### src/rtl/pam_access_arb.sv
// pam_access_arb
//
// Round-robin access arbiter in front of a register-based PAM (16 x 64-bit
// entries, three registered read ports, one byte-enabled write port).
// Each cycle it grants up to three reads and one write among NUM_REQ
// requesters, drives the PAM ports directly and returns read data to each
// requester one cycle after its grant.
//
// Ports:
//   clk, rst                   clock, synchronous active-high reset
//   req_valid/req_we           per-requester request present / write select
//   req_addr  [5i+:5]          entry address (addr[4]=1 is out of range)
//   req_be    [8i+:8]          byte enables for writes
//   req_wdata [64i+:64]        write data
//   req_ready                  combinational grant
//   rsp_valid/rsp_data/rsp_err read response one cycle after grant;
//                              rsp_err also flags out-of-range writes
//   pam_re0..2/pam_raddr0..2   PAM read ports (k-th in-range read uses port k)
//   pam_rdata0..2              PAM read data, valid the cycle after pam_re
//   pam_we/pam_be/pam_waddr/pam_wdata  PAM write port
//
// Optional feature: define PAM_ARB_BYPASS_EN to forward the same-cycle write
// into a read of the same in-range address (byte-merged). Without it, such a
// read returns the pre-write PAM contents.

module pam_access_arb #(
  parameter int NUM_REQ = 4
) (
  input  logic                  clk,
  input  logic                  rst,
  input  logic [NUM_REQ-1:0]    req_valid,
  input  logic [NUM_REQ-1:0]    req_we,
  input  logic [5*NUM_REQ-1:0]  req_addr,
  input  logic [8*NUM_REQ-1:0]  req_be,
  input  logic [64*NUM_REQ-1:0] req_wdata,
  output logic [NUM_REQ-1:0]    req_ready,
  output logic [NUM_REQ-1:0]    rsp_valid,
  output logic [64*NUM_REQ-1:0] rsp_data,
  output logic [NUM_REQ-1:0]    rsp_err,
  output logic                  pam_re0,
  output logic                  pam_re1,
  output logic                  pam_re2,
  output logic [4:0]            pam_raddr0,
  output logic [4:0]            pam_raddr1,
  output logic [4:0]            pam_raddr2,
  output logic                  pam_we,
  output logic [7:0]            pam_be,
  output logic [4:0]            pam_waddr,
  output logic [63:0]           pam_wdata,
  input  logic [63:0]           pam_rdata0,
  input  logic [63:0]           pam_rdata1,
  input  logic [63:0]           pam_rdata2
);

  localparam int PTR_W = (NUM_REQ > 1) ? $clog2(NUM_REQ) : 1;
  localparam logic [PTR_W-1:0] LAST_REQ = PTR_W'(NUM_REQ - 1);

  // Requester index 'offs' places after 'base', wrapping at NUM_REQ.
  function automatic logic [PTR_W-1:0] rot_idx(input logic [PTR_W-1:0] base,
                                               input int offs);
    int sum;
    sum = int'(base) + offs;
    if (sum >= NUM_REQ) sum = sum - NUM_REQ;
    return PTR_W'(sum);
  endfunction

  logic [4:0]  addr_a  [NUM_REQ];
  logic [7:0]  be_a    [NUM_REQ];
  logic [63:0] wdata_a [NUM_REQ];

  genvar g;
  for (g = 0; g < NUM_REQ; g++) begin : g_unpack
    assign addr_a[g]  = req_addr[5*g +: 5];
    assign be_a[g]    = req_be[8*g +: 8];
    assign wdata_a[g] = req_wdata[64*g +: 64];
  end

  logic [PTR_W-1:0]   wr_ptr, rd_ptr, wr_ptr_nxt, rd_ptr_nxt;
  logic [PTR_W-1:0]   wr_win, rd_last, idx;
  logic               wr_found, rd_any;
  logic [1:0]         rd_cnt, port_cnt;
  logic [2:0]         re_v;
  logic [4:0]         raddr_v [3];

  // Per-requester response bookkeeping: pending read, port used, out of range.
  logic [NUM_REQ-1:0] rsp_pend, rsp_oor, rsp_err_q;
  logic [1:0]         rsp_port [NUM_REQ];
  logic [NUM_REQ-1:0] pend_nxt, oor_nxt, err_nxt;
  logic [1:0]         port_nxt [NUM_REQ];

`ifdef PAM_ARB_BYPASS_EN
  logic [NUM_REQ-1:0] byp_nxt, byp_hit;
  logic [63:0]        byp_wdata, byp_mask;
  logic [7:0]         byp_be;
`endif

  // Arbitration. The write winner is found first so that reads can detect a
  // same-cycle write to their address. Out-of-range reads take one of the
  // three read grants but no PAM port, so the port counter only advances on
  // in-range winners.
  always_comb begin
    req_ready = '0;
    wr_found  = 1'b0;
    wr_win    = '0;
    rd_any    = 1'b0;
    rd_last   = '0;
    rd_cnt    = '0;
    port_cnt  = '0;
    re_v      = '0;
    idx       = '0;
    for (int p = 0; p < 3; p++) raddr_v[p] = '0;
    pend_nxt  = '0;
    oor_nxt   = '0;
    err_nxt   = '0;
    for (int i = 0; i < NUM_REQ; i++) port_nxt[i] = '0;
    pam_we    = 1'b0;
    pam_waddr = '0;
    pam_be    = '0;
    pam_wdata = '0;
`ifdef PAM_ARB_BYPASS_EN
    byp_nxt   = '0;
`endif

    if (!rst) begin
      for (int k = 0; k < NUM_REQ; k++) begin
        idx = rot_idx(wr_ptr, k);
        if (!wr_found && req_valid[idx] && req_we[idx]) begin
          wr_found = 1'b1;
          wr_win   = idx;
        end
      end

      if (wr_found) begin
        req_ready[wr_win] = 1'b1;
        if (addr_a[wr_win][4]) begin
          err_nxt[wr_win] = 1'b1;
        end else begin
          pam_we    = 1'b1;
          pam_waddr = addr_a[wr_win];
          pam_be    = be_a[wr_win];
          pam_wdata = wdata_a[wr_win];
        end
      end

      for (int k = 0; k < NUM_REQ; k++) begin
        idx = rot_idx(rd_ptr, k);
        if (rd_cnt != 2'd3 && req_valid[idx] && !req_we[idx]) begin
          req_ready[idx] = 1'b1;
          pend_nxt[idx]  = 1'b1;
          rd_any         = 1'b1;
          rd_last        = idx;
          rd_cnt         = rd_cnt + 2'd1;
          if (addr_a[idx][4]) begin
            oor_nxt[idx] = 1'b1;
            err_nxt[idx] = 1'b1;
          end else begin
            re_v[port_cnt]    = 1'b1;
            raddr_v[port_cnt] = addr_a[idx];
            port_nxt[idx]     = port_cnt;
            port_cnt          = port_cnt + 2'd1;
`ifdef PAM_ARB_BYPASS_EN
            if (pam_we && pam_waddr == addr_a[idx]) byp_nxt[idx] = 1'b1;
`endif
          end
        end
      end
    end

    wr_ptr_nxt = wr_ptr;
    if (wr_found) wr_ptr_nxt = (wr_win == LAST_REQ) ? '0 : wr_win + 1'b1;
    rd_ptr_nxt = rd_ptr;
    if (rd_any) rd_ptr_nxt = (rd_last == LAST_REQ) ? '0 : rd_last + 1'b1;
  end

  assign pam_re0    = re_v[0];
  assign pam_re1    = re_v[1];
  assign pam_re2    = re_v[2];
  assign pam_raddr0 = raddr_v[0];
  assign pam_raddr1 = raddr_v[1];
  assign pam_raddr2 = raddr_v[2];

  // Pointers and response bookkeeping; reset drops any pending response.
  always_ff @(posedge clk) begin
    if (rst) begin
      wr_ptr    <= '0;
      rd_ptr    <= '0;
      rsp_pend  <= '0;
      rsp_oor   <= '0;
      rsp_err_q <= '0;
      for (int i = 0; i < NUM_REQ; i++) rsp_port[i] <= '0;
    end else begin
      wr_ptr    <= wr_ptr_nxt;
      rd_ptr    <= rd_ptr_nxt;
      rsp_pend  <= pend_nxt;
      rsp_oor   <= oor_nxt;
      rsp_err_q <= err_nxt;
      for (int i = 0; i < NUM_REQ; i++) rsp_port[i] <= port_nxt[i];
    end
  end

`ifdef PAM_ARB_BYPASS_EN
  // Capture the granted write so a same-address read can be merged next cycle.
  always_ff @(posedge clk) begin
    if (rst) begin
      byp_hit   <= '0;
      byp_wdata <= '0;
      byp_be    <= '0;
    end else begin
      byp_hit   <= byp_nxt;
      byp_wdata <= pam_wdata;
      byp_be    <= pam_be;
    end
  end

  for (g = 0; g < 8; g++) begin : g_mask
    assign byp_mask[8*g +: 8] = {8{byp_be[g]}};
  end
`endif

  assign rsp_valid = rsp_pend;
  assign rsp_err   = rsp_err_q;

  // Read data return: pick the PAM port this requester was given.
  for (g = 0; g < NUM_REQ; g++) begin : g_rsp
    logic [63:0] rd_sel;
    always_comb begin
      rd_sel = '0;
      case (rsp_port[g])
        2'd0:    rd_sel = pam_rdata0;
        2'd1:    rd_sel = pam_rdata1;
        2'd2:    rd_sel = pam_rdata2;
        default: rd_sel = '0;
      endcase
    end
`ifdef PAM_ARB_BYPASS_EN
    assign rsp_data[64*g +: 64] = (!rsp_pend[g] || rsp_oor[g]) ? 64'h0 :
                                  byp_hit[g] ? ((byp_wdata & byp_mask) | (rd_sel & ~byp_mask)) :
                                  rd_sel;
`else
    assign rsp_data[64*g +: 64] = (!rsp_pend[g] || rsp_oor[g]) ? 64'h0 : rd_sel;
`endif
  end

endmodule

### config.mk
export PLATFORM = sky130hd
export DESIGN_NAME = pam_access_arb
export DESIGN_NICKNAME = d
export VERILOG_FILES = /design/src/rtl/pam_access_arb.sv
export SDC_FILE = /design/constraint.sdc
export NUM_CORES = 1
export LEC_CHECK = 0
export ABC_CLOCK_PERIOD_IN_PS = 6500
export BUFFER_PORTS_ARGS = -buffer_cell sky130_fd_sc_hd__buf_2
export CAP_MARGIN = 40
export CORE_AREA = 4 4 341 343
export DETAILED_ROUTE_END_ITERATION = 8
export DIE_AREA = 0 0 345 347
export MAX_ROUTING_LAYER = met4
export SLEW_MARGIN = 20
export SYNTH_ARGS = -nofsm -noshare
export SYNTH_HDL_FRONTEND = slang
export SYNTH_SLANG_ARGS = --single-unit
### constraint.sdc
create_clock -name clk -period 6.5 [get_ports clk]
set_input_delay 0 -clock clk [delete_from_list [all_inputs] [get_ports clk]]
set_output_delay 0 -clock clk [all_outputs]
set_load 0.1 [all_outputs]
==> metrics.txt <==
# TYPE chip_impl_metric gauge
chip_impl_metric{name="floorplan.rows",unit=""} 124
chip_impl_info{name="critPathLaunchType",value="flop"} 1
chip_impl_metric{name="final_layout_size_suffix_gt1_share",unit="%"} 43.6
chip_impl_metric{name="worst_ep_required_time",unit="ns"} 6.50
chip_impl_metric{name="final_core_util",unit="%"} 15.5
chip_impl_metric{name="post_cts_resized",unit=""} 0
chip_impl_metric{name="route.detailed.wl_per_inst",unit="um"} 24.8
chip_impl_metric{name="final_max_slew_viol_count",unit=""} 0
chip_impl_metric{name="worst_ep_arrival_time",unit="ns"} 5.06
chip_impl_metric{name="clk-insertion-delay-late",unit="ns"} 0.26
chip_impl_metric{name="vias_in_the_first_global_route",unit=""} 16779
chip_impl_info{name="most_area_consuming_cells_after_synthesis",value="sky130_fd_sc_hd__mux2i_1, sky130_fd_sc_hd__mux4_2, sky130_fd_sc_hd__nor2_1"} 1
chip_impl_metric{name="detail-route-antenna-nets",unit=""} 0
chip_impl_metric{name="syn_to_final_growth",unit="%"} 55.9
chip_impl_metric{name="post-place-ws",unit="ns"} 1.81
chip_impl_metric{name="netlist_instances",unit=""} 1649
chip_impl_metric{name="drc_errors",unit=""} 0
chip_impl_metric{name="final.period_utilization",unit="%"} 77.9
chip_impl_metric{name="gpl.final_weighted_congestion",unit=""} 0.989
chip_impl_info{name="synth.top_cells.by_count",value="sky130_fd_sc_hd__nor2_1, sky130_fd_sc_hd__a21oi_1, sky130_fd_sc_hd__mux2i_1, sky130_fd_sc_hd__clkbuf_1, sky130_fd_sc_hd__mux4_2"} 1
chip_impl_info{name="synth_top_area_cell",value="sky130_fd_sc_hd__mux2i_1"} 1
chip_impl_metric{name="path_buf_inv",unit=""} 4
chip_impl_metric{name="cts.repair_timing.setup_buffer_count",unit=""} 0
chip_impl_metric{name="ys_ff_latch",unit=""} 24
chip_impl_info{name="critical_path.cell_chain",value="buf_4 > mux4_2 > nor2_1 > inv_1 > ha_1 > a21oi_4 > inv_1 > ha_1 > mux2_2 > and2_0 > nand2_1 > a211oi_1 > buf_2"} 1
chip_impl_metric{name="initial_utilization",unit="%"} 9.93
chip_impl_metric{name="fmaxAchievable",unit="MHz"} 198
chip_impl_metric{name="fin_ws",unit="ns"} 1.44
chip_impl_metric{name="io_buffer_count",unit=""} 871
chip_impl_metric{name="number_of_antenna_violations_at_the_first_check_in_global_routing",unit=""} 75
chip_impl_metric{name="skew",unit="ns"} 0.00280
chip_impl_metric{name="detailedPlacementHpwl",unit="mm"} 83.1
chip_impl_metric{name="worst-path-max-fanout",unit=""} 33
chip_impl_info{name="synth-main-ff-cell",value="sky130_fd_sc_hd__dfxtp_1"} 1
chip_impl_metric{name="grt_pass1_wl",unit="mm"} 135
chip_impl_metric{name="r2r_slack",unit="ns"} 2.66
chip_impl_metric{name="placed_cells",unit=""} 3904
chip_impl_metric{name="max_slew_margin",unit="%"} 41.2
chip_impl_info{name="cts_tree",value="yes"} 1
chip_impl_info{name="path_delay_family",value="buffers and inverters"} 1
chip_impl_metric{name="yosys.cell_types.count",unit=""} 54
chip_impl_info{name="worst-setup-path-type",value="flop to output port"} 1
chip_impl_metric{name="routed-via-count",unit=""} 16982
chip_impl_metric{name="count_of_h_tree_levels_built_during_cts",unit=""} 1
chip_impl_metric{name="post_drt_via_cell_ratio",unit=""} 4.29
chip_impl_info{name="worstHoldPathType",value="primary input to flop"} 1
chip_impl_metric{name="dr.pass1.iters",unit=""} 6
chip_impl_metric{name="cts-root-to-sink-buffers",unit=""} 2
chip_impl_metric{name="design.final.nets",unit=""} 2923
chip_impl_metric{name="yosys_warnings",unit=""} 0
chip_impl_metric{name="die_height",unit="um"} 347
chip_impl_metric{name="area.sequential",unit="um^2"} 505
chip_impl_metric{name="fin_cells",unit=""} 3954
chip_impl_metric{name="cts.sinks",unit=""} 24
chip_impl_metric{name="vdd_ir_drop_max",unit="V"} 0.000232
chip_impl_metric{name="hold_viol_final",unit=""} 0
chip_impl_metric{name="post-synth-top-area-fraction",unit="%"} 23.4
chip_impl_metric{name="dr.first_iter.drc_count",unit=""} 1549
chip_impl_metric{name="overflow",unit=""} 0
chip_impl_metric{name="maxCapViolCount",unit=""} 0
chip_impl_metric{name="power_density",unit="nW/um^2"} 338
chip_impl_metric{name="tightestPinTransition",unit="ns"} 0.874
chip_impl_metric{name="total_leakage_power",unit="nW"} 7.93
chip_impl_metric{name="ioPinCount",unit=""} 874
chip_impl_metric{name="timing.critical_path.slowest_cell_delay",unit="ns"} 0.69
chip_impl_metric{name="holdBufCountCts",unit=""} 0
chip_impl_metric{name="number_of_synthesized_flops_with_an_enable_pin",unit=""} 0
chip_impl_metric{name="async_flop_share",unit="%"} 0
chip_impl_info{name="kind_of_end_point_of_the_critical_path",value="output port"} 1
chip_impl_info{name="cts.root.buffer_cell",value="sky130_fd_sc_hd__clkbuf_16"} 1
chip_impl_info{name="outcome",value="completed"} 1
chip_impl_metric{name="final_period_demand_of_the_worst_path",unit="ns"} 5.06
chip_impl_metric{name="post_synthesis_area_per_instance",unit="um^2"} 6.84
chip_impl_metric{name="die-area",unit="um^2"} 120000
chip_impl_metric{name="nFillCells",unit=""} 13248
chip_impl_metric{name="grt_max_degree",unit=""} 78
chip_impl_metric{name="multiInputGateArea",unit="um^2"} 10200
chip_impl_metric{name="worst_hold_slack",unit="ns"} 0.0552
chip_impl_metric{name="synth_area",unit="um^2"} 11300
chip_impl_info{name="crit_path_top_delay_cell",value="sky130_fd_sc_hd__mux4_2"} 1
chip_impl_metric{name="floorplan.core_area",unit="um^2"} 114000
chip_impl_info{name="rsz0062_at_grt",value="no"} 1
chip_impl_metric{name="cts_made_buffers",unit=""} 3
chip_impl_metric{name="setup-tns-final",unit="ns"} 0
chip_impl_metric{name="synth_sequential_area_ratio",unit="%"} 4.26
chip_impl_info{name="synth_most_common_cell",value="sky130_fd_sc_hd__nor2_1"} 1
chip_impl_metric{name="finalSetupViolCount",unit=""} 0
chip_impl_metric{name="worst_setup_hold_path_clk_slew",unit="ns"} 0.07
chip_impl_metric{name="die_w",unit="um"} 345
chip_impl_metric{name="routed_wl",unit="mm"} 97.9
chip_impl_metric{name="groute.usage.overall",unit="%"} 15.8
## state kept, by name, indices dropped and copies added, names as in the netlist
register,flops
rsp_oor,4
rsp_err,4
wr_ptr,2
rsp_valid,4
rd_ptr,2
rsp_port,8
## power by group
group / switching, W / total, W / internal (W)
logic: 0.00451 / 0.00557 / 0.00106
registers: 0.0000331 / 0.000210 / 0.000177
clock network: 0.0000606 / 0.000168 / 0.000107
total: 0.00460 / 0.00594 / 0.00134
## path summary, 6_finish.rpt
| kind | start | end | depth (start not counted) |
|---|---|---|---|
| hold reg to reg | wr_ptr[0] | wr_ptr[0] | 2 |
| hold / removal | req_addr[9] | rsp_err[1] | 3 |
| setup reg to reg | rd_ptr[0] | rsp_port[3][1] | 11 |
| setup / recovery | rd_ptr[0] | pam_raddr1[0] | 13 |
## worst reg2reg max path, delay by kind of cell, from the launching register on
kind                     cells  cell delay (ns)
multiplexers                 2             1.02
AND/OR/NAND/NOR              2             0.73
flip-flops                   1             0.33
buffers and inverters        3             0.63
AO/OA/AOI/OAI                2             0.43
adder cells (fa/ha/maj)      2             0.62
## through the flow
stage	area, um^2	power [W]
6_report	17600	0.00594
3_3_place_gp	17200	0.00577
2_1_floorplan	11300	0.00442
5_1_grt	17600	0.00618
3_5_place_dp	17300	0.00578
4_1_cts	17400	0.00596
## layer usage
metal | part of all wire (%) | vias up | track usage (%)
li1 | - | 7474 | -
met2 | 49 | 1128 | 27.8
met5 | 0 | - | -
met1 | 37 | 8188 | 17.5
met3 | 9.5 | 192 | 4.27
met4 | 4.4 | 0 | 4.56
## layout by cell type, fill, tap and decap left out, types with 5 or more instances in the layout
| cell type | netlist | layout |
|---|---|---|
| sky130_fd_sc_hd__inv_1 | 11 | 11 |
| sky130_fd_sc_hd__a222oi_1 | 8 | 8 |
| sky130_fd_sc_hd__dfxtp_1 | 24 | 16 |
| sky130_fd_sc_hd__a211oi_1 | 12 | 12 |
| sky130_fd_sc_hd__mux4_2 | 99 | 99 |
| sky130_fd_sc_hd__a21boi_0 | 5 | 5 |
| sky130_fd_sc_hd__a22oi_1 | 8 | 8 |
| sky130_fd_sc_hd__nand2b_1 | 9 | 9 |
| sky130_fd_sc_hd__nor2b_1 | 9 | 5 |
| sky130_fd_sc_hd__ha_1 | 14 | 14 |
| sky130_fd_sc_hd__dfxtp_4 | 0 | 6 |
| sky130_fd_sc_hd__nor3_1 | 8 | 8 |
| sky130_fd_sc_hd__nand3b_1 | 5 | 5 |
| sky130_fd_sc_hd__mux2i_1 | 263 | 263 |
| sky130_fd_sc_hd__buf_2 | 10 | 871 |
| sky130_fd_sc_hd__a31oi_1 | 5 | 5 |
| sky130_fd_sc_hd__buf_4 | 3 | 33 |
| sky130_fd_sc_hd__a21oi_1 | 281 | 279 |
| sky130_fd_sc_hd__nor2_1 | 542 | 541 |
| sky130_fd_sc_hd__diode_2 | 0 | 44 |
| sky130_fd_sc_hd__and3_1 | 77 | 77 |
| sky130_fd_sc_hd__nand2_1 | 38 | 38 |
| sky130_fd_sc_hd__nand3_1 | 10 | 10 |
## cell type report
cell class,instances,area share [%]
multi-input cells,1448,57.8
repair buffers,910,27.0
well taps,1512,10.8
flip-flops and latches,24,2.88
diodes,44,0.627
clock buffers,4,0.570
inverters,12,0.285
## cells by family after synthesis
kind of cell | count (synthesis) | synth area share [%]
buffers and inverters | 178 | 6.18
muxes | 366 | 43.5
other | 1 | 0.0333
and+or+nand+nor | 718 | 27.1
DFF | 24 | 4.26
AOI/OAI and AO/OA | 344 | 16.9
adders and majority gates | 14 | 1.55
xor gates and xnor gates | 4 | 0.377
(Power assumes the default switching activity.)
